$ cat src/rtl/dram_init_arbiter.sv
// dram_init_arbiter: hands the DDR3 UI command and write-data channels to the
// DRAM initializer after reset. Once the initializer reports done, it leaves a
// one-cycle quiet gap and then gives the channels to the ORAM backend for good.
// It also tracks the initializer command/data balance and flags protocol errors.
//
// state        | meaning
// -------------+-----------------------------------------------------------
// ST_RESET_GAP | first cycle after reset; channels idle
// ST_INIT      | initializer owns the DRAM channels
// ST_SETTLE    | one quiet cycle between owners; channels idle
// ST_RUN       | backend owns the DRAM channels (terminal)
module dram_init_arbiter #(
  parameter int DDRAWidth = 28,
  parameter int DDRCWidth = 3,
  parameter int DDRDWidth = 512,
  parameter int DDRMWidth = 64,
  parameter int BalWidth  = 8
) (
  input  logic                 i_clk,
  input  logic                 i_rst_n,
  input  logic [DDRAWidth-1:0] i_init_cmd_addr,
  input  logic [DDRCWidth-1:0] i_init_cmd,
  input  logic                 i_init_cmd_valid,
  output logic                 o_init_cmd_ready,
  input  logic [DDRDWidth-1:0] i_init_wr_data,
  input  logic [DDRMWidth-1:0] i_init_wr_mask,
  input  logic                 i_init_wr_valid,
  output logic                 o_init_wr_ready,
  input  logic                 i_init_done,
  input  logic [DDRAWidth-1:0] i_be_cmd_addr,
  input  logic [DDRCWidth-1:0] i_be_cmd,
  input  logic                 i_be_cmd_valid,
  output logic                 o_be_cmd_ready,
  input  logic [DDRDWidth-1:0] i_be_wr_data,
  input  logic [DDRMWidth-1:0] i_be_wr_mask,
  input  logic                 i_be_wr_valid,
  output logic                 o_be_wr_ready,
  output logic [DDRAWidth-1:0] o_dram_cmd_addr,
  output logic [DDRCWidth-1:0] o_dram_cmd,
  output logic                 o_dram_cmd_valid,
  input  logic                 i_dram_cmd_ready,
  output logic [DDRDWidth-1:0] o_dram_wr_data,
  output logic [DDRMWidth-1:0] o_dram_wr_mask,
  output logic                 o_dram_wr_valid,
  input  logic                 i_dram_wr_ready,
  output logic                 o_backend_enabled,
  output logic [1:0]           o_error
);

  typedef enum logic [1:0] {
    ST_RESET_GAP = 2'd0,
    ST_INIT      = 2'd1,
    ST_SETTLE    = 2'd2,
    ST_RUN       = 2'd3
  } state_t;

  localparam logic signed [BalWidth-1:0] BAL_MAX = {1'b0, {(BalWidth-1){1'b1}}};
  localparam logic signed [BalWidth-1:0] BAL_MIN = {1'b1, {(BalWidth-1){1'b0}}};
  localparam logic signed [BalWidth-1:0] BAL_ONE = {{(BalWidth-1){1'b0}}, 1'b1};

  state_t                      r_state;
  logic signed [BalWidth-1:0]  r_balance;
  logic [1:0]                  r_error;
  logic                        r_backend_en;

  logic w_in_init;
  logic w_in_run;
  logic w_init_cmd_hs;
  logic w_init_wr_hs;
  logic w_init_any_valid;

  assign w_in_init        = (r_state == ST_INIT);
  assign w_in_run         = (r_state == ST_RUN);
  assign w_init_cmd_hs    = w_in_init & i_init_cmd_valid & i_dram_cmd_ready;
  assign w_init_wr_hs     = w_in_init & i_init_wr_valid & i_dram_wr_ready;
  assign w_init_any_valid = i_init_cmd_valid | i_init_wr_valid;

  // Payload follows the initializer in every state except RUN; valids and
  // readies are gated so nothing moves during RESET_GAP or SETTLE.
  assign o_dram_cmd_addr  = w_in_run ? i_be_cmd_addr : i_init_cmd_addr;
  assign o_dram_cmd       = w_in_run ? i_be_cmd      : i_init_cmd;
  assign o_dram_wr_data   = w_in_run ? i_be_wr_data  : i_init_wr_data;
  assign o_dram_wr_mask   = w_in_run ? i_be_wr_mask  : i_init_wr_mask;
  assign o_dram_cmd_valid = (w_in_init & i_init_cmd_valid) | (w_in_run & i_be_cmd_valid);
  assign o_dram_wr_valid  = (w_in_init & i_init_wr_valid)  | (w_in_run & i_be_wr_valid);
  assign o_init_cmd_ready = w_in_init & i_dram_cmd_ready;
  assign o_init_wr_ready  = w_in_init & i_dram_wr_ready;
  assign o_be_cmd_ready   = w_in_run & i_dram_cmd_ready;
  assign o_be_wr_ready    = w_in_run & i_dram_wr_ready;

  assign o_backend_enabled = r_backend_en;
  assign o_error           = r_error;

  // Ownership FSM with balance tracking and sticky error flags.
  always_ff @(posedge i_clk or negedge i_rst_n) begin
    if (!i_rst_n) begin
      r_state      <= ST_RESET_GAP;
      r_balance    <= '0;
      r_error      <= 2'b00;
      r_backend_en <= 1'b0;
    end else begin
      case (r_state)
        ST_RESET_GAP: r_state <= ST_INIT;
        ST_INIT: begin
          if (w_init_cmd_hs && !w_init_wr_hs && (r_balance != BAL_MAX))
            r_balance <= r_balance + BAL_ONE;
          else if (w_init_wr_hs && !w_init_cmd_hs && (r_balance != BAL_MIN))
            r_balance <= r_balance - BAL_ONE;
          // A handshake in the done cycle holds INIT so that beat is not lost.
          if (i_init_done && !w_init_cmd_hs && !w_init_wr_hs) begin
            r_state <= ST_SETTLE;
            if (r_balance != '0) r_error[0] <= 1'b1;
          end
        end
        ST_SETTLE: begin
          r_state      <= ST_RUN;
          r_backend_en <= 1'b1;
        end
        ST_RUN:  r_state <= ST_RUN;
        default: r_state <= ST_RESET_GAP;
      endcase
      if ((r_state == ST_SETTLE || r_state == ST_RUN) && w_init_any_valid)
        r_error[1] <= 1'b1;
    end
  end

endmodule

$ cat config.mk
export PLATFORM = sky130hd
export DESIGN_NAME = dram_init_arbiter
export DESIGN_NICKNAME = d
export VERILOG_FILES = /design/src/rtl/dram_init_arbiter.sv
export SDC_FILE = /design/constraint.sdc
export NUM_CORES = 1
export LEC_CHECK = 0
export CAP_MARGIN = 0
export CORE_AREA = 2 2 714 716
export CTS_BUF_LIST = sky130_fd_sc_hd__clkbuf_4
export DETAILED_ROUTE_END_ITERATION = 7
export DIE_AREA = 0 0 716 718
export GPL_ROUTABILITY_DRIVEN = 1
export GPL_TIMING_DRIVEN = 0
export PLACE_DENSITY = 0.3
export SLEW_MARGIN = 20
export SYNTH_ARGS = -nofsm -noshare
export SYNTH_HDL_FRONTEND = slang
export SYNTH_SLANG_ARGS = --single-unit
$ cat constraint.sdc
create_clock -name i_clk -period 3.3 [get_ports i_clk]
set_input_delay 0.495 -clock i_clk [delete_from_list [all_inputs] [get_ports i_clk]]
set_output_delay 0.495 -clock i_clk [all_outputs]
set_load 0.005 [all_outputs]
==> run_results.csv, run 1 <==
group,metric,value,unit
layout,fill_cells,59300,
power_and_ir_drop,p_per_area,126,mW/mm²
logic_synthesis,ys_warn_count,0,
sta,min_period_over_period,97.0,%
setup_path,timing.reg2reg.setup_slack,0.30,ns
route,drc,0,
grt,grt_overflow,0,
sta,slew_violations,0,
layout,mostFrequentLayoutCell,"clkdlybuf4s50_1",
sta,post-route-min-period,3.20,ns
floorplanning,die_h,718,µm
route,highest_layer,"met5",
route,drt.antenna.violating_nets,0,
placement,dp_hpwl,391000,µm
placement,place.gp.congestion,1.33,
setup_path,critPathRequiredTime,2.80,ns
power_and_ir_drop,p_int,2.57,mW
route,routedWlPerCell,43.3,µm
power_and_ir_drop,switching_share,42.3,%
route,avgViaCountPerCell,1.99,
layout,mostFrequentLayoutCells,"clkdlybuf4s50_1 (1573), mux2_2 (607), dlygate4sd2_1 (188)",
layout,nets,3831,
clocking,clockBufferDepth,2,
logic_synthesis,synth-seq-area-share,4.04,%
power_and_ir_drop,leakagePower,10.9,nW
route,num_vias,18700,
clocking,cts_buffers,3,
grt,grt_pass1_vias,17400,
grt,grtUsageTotal,15.2,%
setup_path,cp-start-kind,"flop",
setup_path,worstReg2RegStart,"r_state[0]$_DFFE_PN0P_",
grt,antenna_found_initial,588,
run_status,status,"finished, final reports clean",
logic_synthesis,syn_area,0.00805,mm²
power_and_ir_drop,ir_drop,119,µV
sta,relSlewSlack,42.6,%
route,drtIter0Drc,927,
logic_synthesis,ys_ff_latch,13,
setup_path,cp-endpoint,"o_dram_wr_data[240]",
route,drt-met1-wl,138000,µm
placement,dp_cells,9327,
power_and_ir_drop,power_switching,1.88,mW
setup_path,crit_arrival,2.70,ns
floorplanning,io-pin-count,1839,
floorplanning,core,0.507,mm²
power_and_ir_drop,p_clk_share,2.6,%
clocking,root_buffer,"clkbuf_4",
setup_path,r2r-end,"r_balance[6]$_DFFE_PN0P_",
power_and_ir_drop,p_seq_share,6.6,%
placement,io_buffers,1838,
worst_hold_path,hp-class,"reg -> reg",
setup_path,crit_fanout,10,
floorplanning,die-area,0.514,mm²
logic_synthesis,syn-instance-count,754,
setup_path,critical_path_class,"reg -> out",
floorplanning,fp-row-count,262,
sta,max_freq,0.313,GHz
route,routed-wl-met3,60200,µm
sta,skew,0.00339,ns
layout,final_layout_size_suffix_gt1_share,27.7,%
logic_synthesis,syn_area_per_cell,10.7,µm²
logic_synthesis,ys_types,34,
setup_path,startpoint,"r_state[1]$_DFFE_PN0P_",
layout,postLayoutCoreUtil,6.96,%
clocking,clk_pin_slew,0.09,ns
layout,ff_latch_area,325,µm²
clocking,clock_sinks,13,
clocking,cts_tree,"done",
clocking,clock_latency,0.28,ns
sta,finalSetupViolCount,0,
power_and_ir_drop,pwr-share-comb,90.8,%
setup_path,reg2regPathDepth,9,
floorplanning,die_w,716,µm
layout,syn_to_final_growth,338,%
route,met2_length,191000,µm
clocking,hold_buffers,0,
clocking,cts_htree_levels,1,
floorplanning,start_util,1.59,%
logic_synthesis,syn_nets,1984,
grt,grt_pass1_wl,449000,µm
route,dr.pass1.iters,5,
layout,layoutNonFillerInstCount,9422,
clocking,post_cts_buffers,0,
route,finalWirelength,408000,µm
sta,hold_violations,0,
flow_run,maxCapViolations,0,
setup_path,endpoint_kind,"primary output",
grt,grt_max_degree,14,
layout,multiInputGateArea,0.00741,mm²
sta,rsz0062_at_grt,"true",
sta,worst_slew_pin_slew,0.864,ns
==> cell type report <==
cell class                      instances  area share [%]
Timing Repair Buffer                 1842            52.0
Tap cell                             6732            23.9
Multi-Input combinational cell        672            21.0
Buffer                                 68            1.48
Sequential cell                        13           0.922
Antenna cell                           90           0.639
Clock buffer                            4          0.0851
Inverter                                1          0.0106
==> cell usage after synthesis <==
| cell type | instances | area [µm²] |
|---|---|---|
| nor2b_1 | 2 | 12.5 |
| nand4_1 | 2 | 12.5 |
| buf_2 | 63 | 315 |
| xor2_1 | 3 | 26.3 |
| and3_1 | 2 | 12.5 |
| a211oi_1 | 2 | 15.0 |
| a211o_1 | 1 | 8.76 |
| nand4b_1 | 1 | 8.76 |
| nor2_1 | 4 | 15.0 |
| nand2_1 | 1 | 3.75 |
| nor4_2 | 1 | 12.5 |
| or4_1 | 1 | 7.51 |
| o21ai_0 | 4 | 20.0 |
| nand2b_1 | 1 | 6.26 |
| a21o_1 | 3 | 22.5 |
| ha_1 | 6 | 75.1 |
| o22ai_1 | 1 | 6.26 |
| fa_1 | 1 | 20.0 |
| or3b_4 | 1 | 11.3 |
| dfrtp_1 | 13 | 325 |
| nand3_1 | 2 | 10.0 |
| o21bai_1 | 3 | 22.5 |
| mux2_2 | 607 | 6840 |
| mux2i_1 | 3 | 30.0 |
| a21oi_1 | 4 | 20.0 |
| a41o_1 | 1 | 10.0 |
| and2_1 | 2 | 12.5 |
| nand2_4 | 1 | 11.3 |
| clkbuf_1 | 5 | 18.8 |
| xnor2_1 | 4 | 35.0 |
| nor3_1 | 1 | 5.00 |
| inv_1 | 1 | 3.75 |
| mux2_4 | 6 | 90.1 |
| a221o_2 | 1 | 11.3 |
==> power by group through the flow <==
stage	registers [mW]	logic [mW]	clock network, mW
finish	0.292	4.04	0.117
global route	0.302	4.23	0.129
CTS	0.291	4.07	0.120
detailed placement	0.294	4.13	0
global placement	0.292	4.16	0
floorplan	0.272	0.768	0
==> flip-flops by register name, indices dropped and copies added (netlist names) <==
| register | flops |
|---|---|
| r_balance | 8 |
| o_error | 2 |
| r_state | 2 |
| o_backend_enabled | 1 |
==> how the worst min path moves through the flow <==
stage | to | from | slack (ns) | depth (start not counted)
floorplan | o_backend_enabled$_DFFE_PN0P_ | i_rst_n | 0.20 | 0
global placement | o_backend_enabled$_DFFE_PN0P_ | o_backend_enabled$_DFFE_PN0P_ | 0.46 | 1
detailed placement | o_backend_enabled$_DFFE_PN0P_ | o_backend_enabled$_DFFE_PN0P_ | 0.45 | 1
CTS | o_error[1]$_DFFE_PN0P_ | o_error[1]$_DFFE_PN0P_ | 0.49 | 1
global route | o_backend_enabled$_DFFE_PN0P_ | o_backend_enabled$_DFFE_PN0P_ | 0.51 | 1
finish | o_error[1]$_DFFE_PN0P_ | o_error[1]$_DFFE_PN0P_ | 0.48 | 1
==> worst max-delay path, cell delays in order (launching register included) <==
cell and delay (ns):
dfrtp_1 0.37, buf_2 0.20, nand2_8 0.17, clkbuf_4 0.32
buf_2 0.30, mux2_2 0.37, clkdlybuf4s50_1 0.68
==> cells by family after synthesis <==
logic type	count (synthesis)	synth area share (%)
simple gates	22	1.76
flops	13	4.04
fa+ha+maj	7	1.18
buf+inv	69	4.20
xor+xnor	7	0.761
compound gates	20	1.69
mux	616	86.4
==> routing by layer <==
layer / track usage (%) / up-vias
li1: - / 6683
met3: 9.82 / 1154
met5: 0 / -
met2: 25.9 / 2338
met1: 15.1 / 8335
met4: 4.50 / 232
==> through the flow <==
stage	hold slack (ns)	setup WS [ns]	TNS, ns	power, mW	cell area, µm²
after floorplan	0.199	0.657	0	1.04	8050
after global placement	0.462	-2.38	-703.79	4.46	34900
after detailed placement	0.455	-1.22	-353.60	4.43	34900
after CTS	0.489	-0.00140	-0.00273	4.48	34900
after global routing	0.512	-0.0411	-0.544	4.66	35200
final	0.481	0.100	0	4.45	35300
==> repair_timing <==
action / 4_1_cts / 5_1_grt
endpoints found under the hold margin: 0 / 0
setup endpoints to repair: 607 / 152
gates resized for setup: 296 / 89
gates cloned: 1 / 0
pin swaps: 0 / 0
(Power assumes the default switching activity.)
==> run 2: changes to the inputs <==
Settings changed: CORE_AREA 2 2 714 716 to 2 2 716 718, DIE_AREA 0 0 716 718 to 0 0 718 720.
Clock period 3.3 ns to 4.1 ns, I/O delays scaled along.
==> run 2 against run 1 <==
Worst setup slack got worse by 0.052 ns. Non-clock buffer count decreased by 1. Via count decreased by 4.3%. Highest routed layer unchanged.
==> run_results.csv, run 2 (synthesis results as in run 1) <==
group,metric,value,unit
run_status,status,"finished, final reports clean",
clocking,clock_sinks,13,
layout,largest_reg_flops,8,
power_and_ir_drop,p_clk_share,2.3,%
sta,max_freq,0.247,GHz
clocking,cts_htree_levels,1,
route,drtIter0Drc,856,
setup_path,cpPeakStageDelay,0.75,ns
power_and_ir_drop,switching_share,46.6,%
sta,skew,0.00546,ns
layout,fill_cells,59500,
clocking,cts_buffers,3,
layout,syn_to_final_growth,337,%
floorplanning,fp-row-count,262,
sta,relSlewSlack,18.5,%
layout,mostFrequentLayoutCell,"clkdlybuf4s50_1",
worst_hold_path,hp-class,"reg -> reg",
floorplanning,start_util,1.58,%
clocking,cts_tree,"done",
route,routedWlPerCell,48.1,µm
layout,ff_latch_area,325,µm²
route,finalWirelength,453000,µm
floorplanning,io-pin-count,1839,
clocking,hold_buffers,0,
layout,final_layout_size_suffix_gt1_share,27.0,%
floorplanning,die_h,720,µm
placement,place.gp.congestion,1.12,
floorplanning,die-area,0.517,mm²
route,drt.antenna.violating_nets,0,
setup_path,cp-start-kind,"flop",
setup_path,crit_arrival,3.44,ns
sta,worst_slew_pin_slew,1.22,ns
clocking,clk_pin_slew,0.11,ns
layout,layoutNonFillerInstCount,9408,
power_and_ir_drop,pwr-share-comb,91.8,%
sta,min_period_over_period,98.8,%
setup_path,startpoint,"r_state[1]$_DFFE_PN0P_",
floorplanning,core,0.508,mm²
grt,grt_pass1_vias,17100,
grt,grt_max_degree,14,
sta,fin_tns_setup,0,ns
route,avgViaCountPerCell,1.91,
grt,antenna_found_initial,564,
sta,slew_violations,0,
route,num_vias,17900,
power_and_ir_drop,p_per_area,113,mW/mm²
route,dr.pass1.iters,5,
sta,hold_violations,0,
power_and_ir_drop,ir_drop,87.6,µV
power_and_ir_drop,p_int,2.13,mW
setup_path,crit_chain,"buf_2 -> nand2_1 -> buf_6 -> buf_12 -> clkbuf_8 -> buf_2 -> mux2_2 -> clkdlybuf4s50_1",
route,drc,0,
setup_path,critPathRequiredTime,3.48,ns
power_and_ir_drop,p_seq_share,5.9,%
clocking,root_buffer,"clkbuf_4",
sta,post-route-min-period,4.05,ns
power_and_ir_drop,power_switching,1.86,mW
grt,grt_pass1_wl,494000,µm
setup_path,slowest_stage,"clkdlybuf4s50_1",
sta,holdWs,0.487,ns
clocking,post_cts_buffers,0,
clocking,cts_resized,51,
layout,regMostFlops,"r_balance",
layout,multiInputGateArea,0.00739,mm²
layout,mostFrequentLayoutCells,"clkdlybuf4s50_1 (1788), mux2_2 (607), buf_2 (63)",
sta,finalSetupViolCount,0,
setup_path,crit_fanout,10,
power_and_ir_drop,leakagePower,10.4,nW
layout,nets,3830,
setup_path,critical_path_class,"reg -> out",
setup_path,crit_top_cell,"buf_2",
clocking,clock_latency,0.29,ns
placement,place_area,0.0349,mm²
clocking,clockBufferDepth,2,
grt,grt_overflow,0,
setup_path,worstReg2RegStart,"r_state[1]$_DFFE_PN0P_",
layout,final_area,0.0352,mm²
setup_path,endpoint_kind,"primary output",
floorplanning,die_w,718,µm
worst_hold_path,min-delay-start,"o_backend_enabled$_DFFE_PN0P_",
placement,io_buffers,1838,
placement,dp_hpwl,440000,µm
placement,dp_cells,9327,
power_and_ir_drop,p_total,3.99,mW
grt,grtUsageTotal,16.9,%
flow_run,maxCapViolations,0,
run 2: cell count changes in the layout (fill, tap and decap cells not counted), moves of 5 or more:
cell	delta
buf_4	-17
clkbuf_4	-5
clkbuf_2	-8
diode_2	-13
clkdlybuf4s50_1	+215
dlygate4sd2_1	-168
buf_6	-7
dlymetal6s2s_1	-33
buf_2	+30
run 2: stage by stage:
| stage | util, % | setup slack (ns) |
|---|---|---|
| 2_1_floorplan | - | 1.46 |
| 3_3_place_gp | 6.86 | -1.89 |
| 3_5_place_dp | 6.87 | -0.270 |
| 4_1_cts | 6.88 | 0.00681 |
| 5_1_grt | 6.90 | -0.00157 |
| 6_report | 6.92 | 0.0488 |
run 2: power groups by stage:
stage	Combinational, mW	Sequential (mW)	Clock [mW]
finish	3.66	0.235	0.0938
global route	3.85	0.246	0.105
CTS	3.75	0.238	0.0993
detailed placement	3.73	0.240	0
global placement	3.76	0.244	0
floorplan	0.618	0.219	0
run 2: critical path: cells and delay by family, from the launching register on:
family / cells / cell delay (ns)
AND/OR/NAND/NOR: 1 / 0.18
multiplexers: 1 / 0.40
flip-flops: 1 / 0.37
buffers and inverters: 6 / 2.04
run 2: metal layers:
| layer | wire, µm | vias up | global-route usage, % | part of all wire (%) |
|---|---|---|---|---|
| met3 | 63500 | 926 | 10.5 | 14 |
| met5 | 1020 | - | 0 | 0.22 |
| met2 | 206000 | 2044 | 27.9 | 45 |
| li1 | - | 6668 | - | - |
| met4 | 20800 | 158 | 5.10 | 4.6 |
| met1 | 162000 | 8141 | 17.6 | 36 |
run 2: worst paths after layout:
path,endpoint,slack (ns),cells after the start
max,o_dram_wr_data[369],0.05,8
min,o_backend_enabled$_DFFE_PN0P_,0.49,1
max reg2reg,r_balance[6]$_DFFE_PN0P_,1.02,10
min reg2reg,o_backend_enabled$_DFFE_PN0P_,0.49,1
max in group asynchronous,r_balance[5]$_DFFE_PN0P_,2.87,1
min in group asynchronous,o_backend_enabled$_DFFE_PN0P_,0.77,1
run 2: area by class of cell:
cell class	count	area share, %
timing repair buffer	1841	52.5
tap	6732	23.9
multi-input combinational	672	21.0
buffer	68	1.02
sequential	13	0.924
antenna	77	0.547
clock buffer	3	0.0640
clock inverter	1	0.0142
inverter	1	0.0107
